File: src/rtl/riscv_control_unit.sv
// Main decoder for the single-cycle RV32I core: combinational decode of the
// instruction word, with side effects held off until the run flag is set.
module riscv_control_unit (
   input  logic        clk,
   input  logic        reset_n,
   input  logic [31:0] ins,
   input  logic        br_less,
   input  logic        br_equal,
   output logic        rd_wren,
   output logic        isns_vld,
   output logic        br_un,
   output logic        opa_sel,
   output logic        opb_sel,
   output logic [3:0]  alu_op,
   output logic        mem_wren,
   output logic [1:0]  wb_sel,
   output logic        psel
);

   localparam logic [6:0] OP_R      = 7'b0110011;
   localparam logic [6:0] OP_IMM    = 7'b0010011;
   localparam logic [6:0] OP_LOAD   = 7'b0000011;
   localparam logic [6:0] OP_STORE  = 7'b0100011;
   localparam logic [6:0] OP_BRANCH = 7'b1100011;
   localparam logic [6:0] OP_JAL    = 7'b1101111;
   localparam logic [6:0] OP_JALR   = 7'b1100111;
   localparam logic [6:0] OP_LUI    = 7'b0110111;
   localparam logic [6:0] OP_AUIPC  = 7'b0010111;

   localparam logic [3:0] ALU_ADD   = 4'b0000;
   localparam logic [3:0] ALU_SUB   = 4'b0001;
   localparam logic [3:0] ALU_SLL   = 4'b0010;
   localparam logic [3:0] ALU_SLT   = 4'b0011;
   localparam logic [3:0] ALU_SLTU  = 4'b0100;
   localparam logic [3:0] ALU_XOR   = 4'b0101;
   localparam logic [3:0] ALU_SRL   = 4'b0110;
   localparam logic [3:0] ALU_SRA   = 4'b0111;
   localparam logic [3:0] ALU_OR    = 4'b1000;
   localparam logic [3:0] ALU_AND   = 4'b1001;
   localparam logic [3:0] ALU_PASSB = 4'b1010;

   logic [6:0] opcode;
   logic [2:0] funct3;
   logic       f7b5;
   logic       run;

   logic       d_rd_wren, d_vld, d_br_un, d_opa, d_opb, d_mem_wren, d_psel;
   logic [3:0] d_alu, alu_f3;
   logic [1:0] d_wb;

   assign opcode = ins[6:0];
   assign funct3 = ins[14:12];
   assign f7b5   = ins[30];

   always_ff @(posedge clk or negedge reset_n) begin
      if (!reset_n) run <= 1'b0;
      else          run <= 1'b1;
   end

   // SUB only exists for R-type; OP-IMM reuses f7b5 solely for SRAI.
   always_comb begin
      alu_f3 = ALU_ADD;
      case (funct3)
         3'b000:  alu_f3 = (opcode == OP_R && f7b5) ? ALU_SUB : ALU_ADD;
         3'b001:  alu_f3 = ALU_SLL;
         3'b010:  alu_f3 = ALU_SLT;
         3'b011:  alu_f3 = ALU_SLTU;
         3'b100:  alu_f3 = ALU_XOR;
         3'b101:  alu_f3 = f7b5 ? ALU_SRA : ALU_SRL;
         3'b110:  alu_f3 = ALU_OR;
         default: alu_f3 = ALU_AND;
      endcase
   end

   always_comb begin
      d_rd_wren  = 1'b0;
      d_vld      = 1'b1;
      d_br_un    = 1'b0;
      d_opa      = 1'b0;
      d_opb      = 1'b0;
      d_alu      = ALU_ADD;
      d_mem_wren = 1'b0;
      d_wb       = 2'b01;
      d_psel     = 1'b0;
      case (opcode)
         OP_R: begin
            d_rd_wren = 1'b1;
            d_alu     = alu_f3;
         end
         OP_IMM: begin
            d_rd_wren = 1'b1;
            d_opb     = 1'b1;
            d_alu     = alu_f3;
         end
         OP_LOAD: begin
            d_rd_wren = 1'b1;
            d_opb     = 1'b1;
            d_wb      = 2'b10;
         end
         OP_STORE: begin
            d_mem_wren = 1'b1;
            d_opb      = 1'b1;
         end
         OP_BRANCH: begin
            if (funct3 == 3'b010 || funct3 == 3'b011) begin
               d_vld = 1'b0;
            end else begin
               d_opa   = 1'b1;
               d_opb   = 1'b1;
               d_br_un = funct3[1];
               // funct3[2] picks less-than vs equality, funct3[0] inverts.
               d_psel  = (funct3[2] ? br_less : br_equal) ^ funct3[0];
            end
         end
         OP_JAL: begin
            d_rd_wren = 1'b1;
            d_opa     = 1'b1;
            d_opb     = 1'b1;
            d_wb      = 2'b00;
            d_psel    = 1'b1;
         end
         OP_JALR: begin
            d_rd_wren = 1'b1;
            d_opb     = 1'b1;
            d_wb      = 2'b00;
            d_psel    = 1'b1;
         end
         OP_LUI: begin
            d_rd_wren = 1'b1;
            d_opb     = 1'b1;
            d_alu     = ALU_PASSB;
         end
         OP_AUIPC: begin
            d_rd_wren = 1'b1;
            d_opa     = 1'b1;
            d_opb     = 1'b1;
         end
         default: d_vld = 1'b0;
      endcase
   end

   // Reset zeroes everything; the first cycle after reset only blocks side effects.
   assign rd_wren  = reset_n & run & d_rd_wren;
   assign isns_vld = reset_n & run & d_vld;
   assign mem_wren = reset_n & run & d_mem_wren;
   assign psel     = reset_n & run & d_psel;
   assign br_un    = reset_n & d_br_un;
   assign opa_sel  = reset_n & d_opa;
   assign opb_sel  = reset_n & d_opb;
   assign alu_op   = reset_n ? d_alu : 4'b0000;
   assign wb_sel   = reset_n ? d_wb  : 2'b00;

endmodule

File: config.mk
export PLATFORM = sky130hd
export DESIGN_NAME = riscv_control_unit
export DESIGN_NICKNAME = d
export VERILOG_FILES = /design/src/rtl/riscv_control_unit.sv
export SDC_FILE = /design/constraint.sdc
export NUM_CORES = 1
export LEC_CHECK = 0
export ABC_AREA = 1
export CORE_MARGIN = 1.5
export CORE_UTILIZATION = 25
export DETAILED_ROUTE_END_ITERATION = 7
export PLACE_DENSITY = 0.78
export SLEW_MARGIN = 20
export SYNTH_ARGS = -nofsm -noshare
export SYNTH_HDL_FRONTEND = slang
export SYNTH_SLANG_ARGS = --single-unit
File: constraint.sdc
create_clock -name clk -period 2.25 [get_ports clk]
set_input_delay 0.675 -clock clk [delete_from_list [all_inputs] [get_ports clk]]
set_output_delay 0.675 -clock clk [all_outputs]
set_load 0.005 [all_outputs]
; Yosys cells after proc, flatten, opt, wreduce, memory -nomap -nowiden
; Index checks and enable logic that the tools add are counted.
[totals]
inputBits = 36
wordCells = 52
register_bits = 1
out_inout_bits = 13
[classes]
muxes = 18
bitwise_logic = 9
n_eq_ne = 15
n_reduce_logical = 9
[op_table]
columns = cell, n
row1 = 4-bit case mux with 7 select lines, 1
row2 = "7-bit by 6-bit == test with 1-bit output, second input constant", 3
row3 = "7-bit == test, second input constant", 3
row4 = "7-bit by 5-bit == test with 1-bit output, second input constant", 2
row5 = 7-bit OR reduction, 2
row6 = "3-bit == test, second input constant", 3
row7 = 1-bit 2-to-1 mux, 9
row8 = 1-bit AND, 8
row9 = 1-bit case mux with 2 select lines, 4
row10 = 4-bit case mux with 2 select lines, 1
row11 = 8-bit OR reduction, 1
row12 = "7-bit by 2-bit == test with 1-bit output, second input constant", 1
row13 = "3-bit by 2-bit == test with 1-bit output, second input constant", 2
row14 = 2-bit OR reduction, 3
row15 = 4-bit 2-to-1 mux, 1
row16 = 2-bit case mux with 2 select lines, 1
row17 = "3-bit by 1-bit == test with 1-bit output, second input constant", 1
row18 = 3-bit logical NOT, 1
row19 = 2-bit 2-to-1 mux, 1
row20 = 1-bit logical AND, 1
row21 = 1-bit logical OR, 1
row22 = 1-bit bitwise XOR, 1

; Depth between registers and ports, before layout
; Gate-level depths: netlist (run 1).
[logic_depth]
depth_word = 6
depth_mapped = 8
depth_no_buf = 8

; Worst setup path after synthesis (run 1)
; No wires, ideal clock.
[synth_timing]
kind = input to output
start = input ins[3]
end = output isns_vld
required_ns = 1.575
path_slack_ns = 0.233
n_path_buf = 0
cell_stages = 6
arrival_ns = 1.342
cell_sequence = nor2_1 > nand2_2 > inv_1 > o211ai_1 > or2_1 > nand2_1
[synth_between]
elab_chain_len = 4
word_cells_on_any_way = 12
classes_between = 9 x eq/ne / 1 x mux / 1 x bitwise / 1 x reduce/logical
[synth_rtl]
columns = element, line
row1 = start: declaration, 6  ; input logic [31:0] ins,
row2 = "7-bit by 6-bit == test with 1-bit output, or another cell as far along", 85  ; case (opcode)
row3 = 8-bit OR reduction (no source line), --
row4 = 1-bit case mux with 2 select lines *, 85
row5 = 1-bit AND *, 144  ; assign isns_vld = reset_n & run & d_vld;
row6 = end: declaration, 10  ; output logic isns_vld,
; Every way passes the cells marked *; elsewhere a longest branch is shown, timed or not.

; Worst setup path after layout (run 1)
[layout_timing]
start = input ins[3]
end = output alu_op[2]
[layout_between]
elab_chain_len = 4
word_cells_on_any_way = 6
classes_between = 3 x eq/ne / 2 x mux / 1 x reduce/logical
[layout_rtl]
columns = element, line
row1 = 7-bit by 6-bit == test with 1-bit output / 7-bit by 5-bit == test with 1-bit output (equally long branches), 85
row2 = 2-bit OR reduction (no source line), --
row3 = 4-bit case mux with 2 select lines *, 85
row4 = 4-bit 2-to-1 mux *, 150  ; assign alu_op = reset_n ? d_alu : 4'b0000;
row5 = end: declaration, 14  ; output logic [3:0] alu_op,
; Marked as above.

==> results_dict.tcl, run 1 <==
set metrics [dict create \
    worst_slack_ns -0.0338 \
    first_iter_violations 5 \
    synth-simple-area-share_pct 57.3 \
    synthArstFlopShare_pct 100 \
    rows 14 \
    hold_viol 0 \
    drv_cap 0 \
    grt_pass1_wl_mm 2.76 \
    violations "setup timing" \
    setup_viol 4 \
    synth_most_common_cell "nand2_1" \
    hpwl_mm 1.16 \
    syn_to_final_growth_pct 117 \
    synth_common_cells "nand2_1, inv_1, nor2_1, a21oi_1, nand3_1" \
    final_nets 174 \
    die_area_sq_um 1940 \
    crit_fanout 7 \
    avgSynthCellArea_sq_um 4.74 \
    p_per_area_nw_per_um2 142 \
    synth_compound_area_share_pct 18.1 \
    yosys-top-cells-area "nand2_1, inv_1, a21oi_1" \
    fill_cells 160 \
    top_register "run" \
    reg_top3 "run: 1 flops" \
    grt_max_degree 8 \
    n_antenna_cell 0 \
    die_x_microns 44.1 \
    endpoint_kind "output port" \
    wl_mm 1.63 \
    overflow 0 \
    largest_reg_flops 1 \
    clkTransAtPathRegs_ns 0 \
    start_kind "primary input" \
    dr_total_vias 712 \
    yosysWarnings 0 \
    synth_nets 125 \
    grt.total_usage_pct 17.7 \
    arrival_ns 1.61 \
    die_h_microns 44.1 \
    wl_per_cell_microns 10.7 \
    critPathRequiredTime_ns 1.57 \
    muxShareOfSynthArea_pct 0 \
    drv_slew 0 \
    io_pins 49 \
    place_congestion 0.816 \
    start_util_pct 27.4 \
    synthFlopType "dfrtp_1" \
    outcome "complete, but fails checks" \
    setup_tns_ns -0.0818 \
    ys_ff_latch 1 \
    yosys.cell_types.count 20 \
    synth_xor_area_share_pct 0 \
    synthCells 89 \
    fmax_mhz 438 \
    grt_pass1_vias 716 \
    yosys.area.top_type "nand2_1" \
    synth_fa_ha_area_share_pct 0 \
    design_area_sq_um 916 \
    instances_no_fill 152 \
    rsz0062_at_grt "true" \
    path_class "primary input to output port" \
    finalPower_mw 0.130 \
    synth_top_family_by_area "simple AND/OR/NAND/NOR gates" \
    port_buffers 27 \
    place_area_sq_um 795 \
    antenna_found_initial 0 \
    avgViaCountPerCell 4.68 \
    synth_top_area_share_pct 22.3 \
    crit_start "ins[3]" \
    ant_nets 0 \
    placed_cells 143 \
    p_leak_nw 0.512 \
    drc 0 \
    drt_pass1_iterations 4 \
    post-route-util_pct 59.4 \
    synth-seq-area-share_pct 5.93 \
    fin_crit_ns 2.28 \
    core_sq_um 1540 \
    layout-drive-gt1-share_pct 55.9 \
    ir_drop_mv 0.121 \
    synth_edf_count 0 \
    hp-class "primary input to async pin" \
    finalCritPeriodShare_pct 102 \
    synth_area_sq_um 422 \
]
cell type report:
class	instances	area, sq um	share of cell area [%]
Inverter	20	77.6	8.47
Multi-Input combinational cell	68	440	48.1
Sequential cell	1	25.0	2.73
Tap cell	16	20.0	2.19
Timing Repair Buffer	47	353	38.5
logic make-up after synthesis:
family	count (synthesis)
simple gates	53
flops	1
buf+inv	20
other cells	1
compound gates	14
cells in the final DEF (no fill, tap or decap), drive strengths merged, types with 2 or more instances in the layout:
cell type      count
nor2              13
nor4               2
clkbuf             3
inv               20
clkdlybuf4s15      3
dlygate4sd2        4
buf               37
a21oi              9
nand3              6
nor3               4
o21ai              2
nand2             26
layer usage:
metal | track usage (%) | up-vias | wire (microns)
met5 | 0 | - | 0
met4 | 2.42 | 0 | 18
met1 | 20.7 | 312 | 691
met2 | 35.6 | 21 | 859
li1 | - | 377 | -
met3 | 0.816 | 2 | 60
metrics by stage:
| stage | hold WS (ns) | setup WS [ns] |
|---|---|---|
| finish | 0.602 | -0.0338 |
| global placement | 1.02 | -0.814 |
| global route | 0.629 | -0.104 |
| detailed placement | 1.02 | -0.840 |
| floorplan | 0.379 | 0.233 |
| CTS | 0.775 | -0.00884 |
repair_timing:
item,CTS,global route
hold buffers,0,0
endpoints found under the setup margin,13,12
pin swaps,24,11
resized for setup,124,18
endpoints found under the hold margin,0,0
setup buffers,6,3
power by group:
group	internal [mW]	switching [mW]	leakage [nW]
Sequential	0.0192	0.000203	0.0117
Combinational	0.0523	0.0580	0.500
Clock	0	0	0
critical path, stage by stage:
cell	delay, ns
buf_8	0.10
nor2_4	0.13
nand2_4	0.12
nor3_4	0.22
nand2_1	0.11
nor3_2	0.11
buf_2	0.13
how the worst max path moves through the flow:
stage	to	slack [ns]	cells past startpoint
after floorplan	isns_vld	0.23	6
after global placement	opb_sel	-0.81	8
after detailed placement	isns_vld	-0.84	8
after CTS	alu_op[1]	-0.009	7
after global routing	alu_op[2]	-0.10	7
final	alu_op[2]	-0.03	7
Power figures use the tool's default switching activity.
==> run 2: changes to the inputs <==
--- a/config.mk
+++ b/config.mk
@@ -14,3 +14,4 @@
 export SYNTH_ARGS = -nofsm -noshare
 export SYNTH_HDL_FRONTEND = slang
 export SYNTH_SLANG_ARGS = --single-unit
+export TNS_END_PERCENT = 5
==> run 2 against run 1 <==
Net effect:
- the flow still finishes with violations (setup timing)
- worst hold slack better by 0.0016 ns
- maximum frequency down 1.5%
- power down 1.9%
- design area down 4.4%
- sequential share of layout area up 0.12 points
- setup slack worse by 0.034 ns
- utilization down 2.6 points
- via count down 0.70%
- wire length down 0.31%
- largest cell class unchanged
==> results_dict.tcl, run 2 (same netlist as run 1, synthesis figures left out) <==
set metrics [dict create \
    port_buffers 27 \
    drv_cap 0 \
    grt.total_usage_pct 18.2 \
    met3_usage_pct 0.816 \
    dr_total_vias 707 \
    outcome "complete, but fails checks" \
    io_pins 49 \
    endpoint_kind "output port" \
    post-route-util_pct 56.8 \
    core_sq_um 1540 \
    overflow 0 \
    worst_slack_ns -0.0678 \
    hold_buffers 0 \
    wl_mm 1.62 \
    grt_max_degree 8 \
    wl_per_cell_microns 11.0 \
    clkTransAtPathRegs_ns 0 \
    fin_crit_ns 2.32 \
    finalCritPeriodShare_pct 103 \
    p_per_area_nw_per_um2 145 \
    ir_drop_mv 0.121 \
    drt_pass1_iterations 4 \
    die_h_microns 44.1 \
    avgViaCountPerCell 4.78 \
    crit_fanout 7 \
    grt_use_met2_pct 36.2 \
    top_register "run" \
    hold_viol 0 \
    antenna_found_initial 0 \
    cpMaxStageDelayCell "nor3_4" \
    largest_reg_flops 1 \
    reg_top3 "run: 1 flops" \
    place_congestion 0.816 \
    violations "setup timing" \
    p_leak_nw 0.488 \
    top_usage_layer "met2" \
    start_kind "primary input" \
    rsz0062_at_grt "true" \
    final_cell_mix "nand2_1, buf_4, inv_1, buf_2" \
    final_nets 170 \
    critical_path.max_stage_delay_ns 0.25 \
    critPathRequiredTime_ns 1.57 \
    grt_pass1_wl_mm 2.82 \
    ant_nets 0 \
    crit_family "simple AND/OR/NAND/NOR gates" \
    instances_no_fill 148 \
    grt_pass1_vias 717 \
    start_util_pct 27.4 \
    crit_buf_inv 2 \
    syn_to_final_growth_pct 108 \
    hpwl_mm 1.16 \
    rows 14 \
    path_cells "buf_8 -> nor2_4 -> nand2_4 -> nor3_4 -> o21ai_1 -> a21oi_1 -> buf_2" \
    hp-class "primary input to async pin" \
    die_x_microns 44.1 \
    n_antenna_cell 0 \
    drc 0 \
    drv_slew 0 \
    final_common_cell "nand2_1" \
    layout-drive-gt1-share_pct 53.0 \
    fmax_mhz 431 \
    first_iter_violations 14 \
    placed_cells 143 \
    die_area_sq_um 1940 \
    arrival_ns 1.64 \
    setup_viol 4 \
    use_met1_pct 20.9 \
    path_class "primary input to output port" \
]
==> run 2: metrics by stage <==
step / hold WS (ns) / total power, mW / instance area (sq um) / worst slack (ns) / setup TNS, ns
finish: 0.604 / 0.127 / 876 / -0.0678 / -0.165
global route: 0.629 / 0.138 / 876 / -0.127 / -0.597
CTS: 0.775 / 0.121 / 866 / -0.00884 / -0.0158
detailed placement: 1.02 / 0.107 / 795 / -0.840 / -9.89
global placement: 1.02 / 0.105 / 795 / -0.814 / -9.46
floorplan: 0.379 / 0.0501 / 422 / 0.233 / 0
==> run 2: metal layers <==
metal | up-vias | part of all wire (%)
li1 | 368 | -
met1 | 310 | 42
met2 | 25 | 52
met3 | 4 | 4.4
met4 | 0 | 1.2
met5 | - | 0
==> run 2: repair_timing <==
| action | CTS | global route |
|---|---|---|
| resized for setup | 124 | 15 |
| buffers inserted | 5 | 0 |
| setup endpoints to repair | 13 | 12 |
| hold endpoints to repair | 0 | 0 |
| pin swaps | 23 | 13 |
| cloned | 0 | 0 |
==> run 2: final cells by class <==
class	count	area, sq um
flip-flops and latches	1	25.0
repair buffers	43	324
well taps	16	20.0
inverters	20	77.6
fillers	164	666
multi-input cells	68	429
==> run 2: where the power goes <==
part	switching, mW	internal, mW	total (mW)
sequential	0.000199	0.0192	0.0194
clock	0	0	0
combinational	0.0570	0.0508	0.108
==> run 2: final timing paths <==
check / startpoint / to / cells after the start
setup / recovery: ins[3] / alu_op[1] / 7
hold / removal: reset_n / run$_DFF_PN0_ / 2
max in group asynchronous: reset_n / run$_DFF_PN0_ / 2
min in group clk: run$_DFF_PN0_ / mem_wren / 3
==> run 3: changes to the inputs <==
--- a/config.mk
+++ b/config.mk
@@ -6,11 +6,13 @@
 export NUM_CORES = 1
 export LEC_CHECK = 0
 export ABC_AREA = 1
+export ABC_CLOCK_PERIOD_IN_PS = 2250
 export CORE_MARGIN = 1.5
 export CORE_UTILIZATION = 25
 export DETAILED_ROUTE_END_ITERATION = 7
 export PLACE_DENSITY = 0.78
-export SLEW_MARGIN = 20
+export REMOVE_ABC_BUFFERS = 1
+export SLEW_MARGIN = 0
 export SYNTH_ARGS = -nofsm -noshare
 export SYNTH_HDL_FRONTEND = slang
 export SYNTH_SLANG_ARGS = --single-unit
==> results of run 3 <==
Final layout, timing and power as in run 2 (identical DEF).
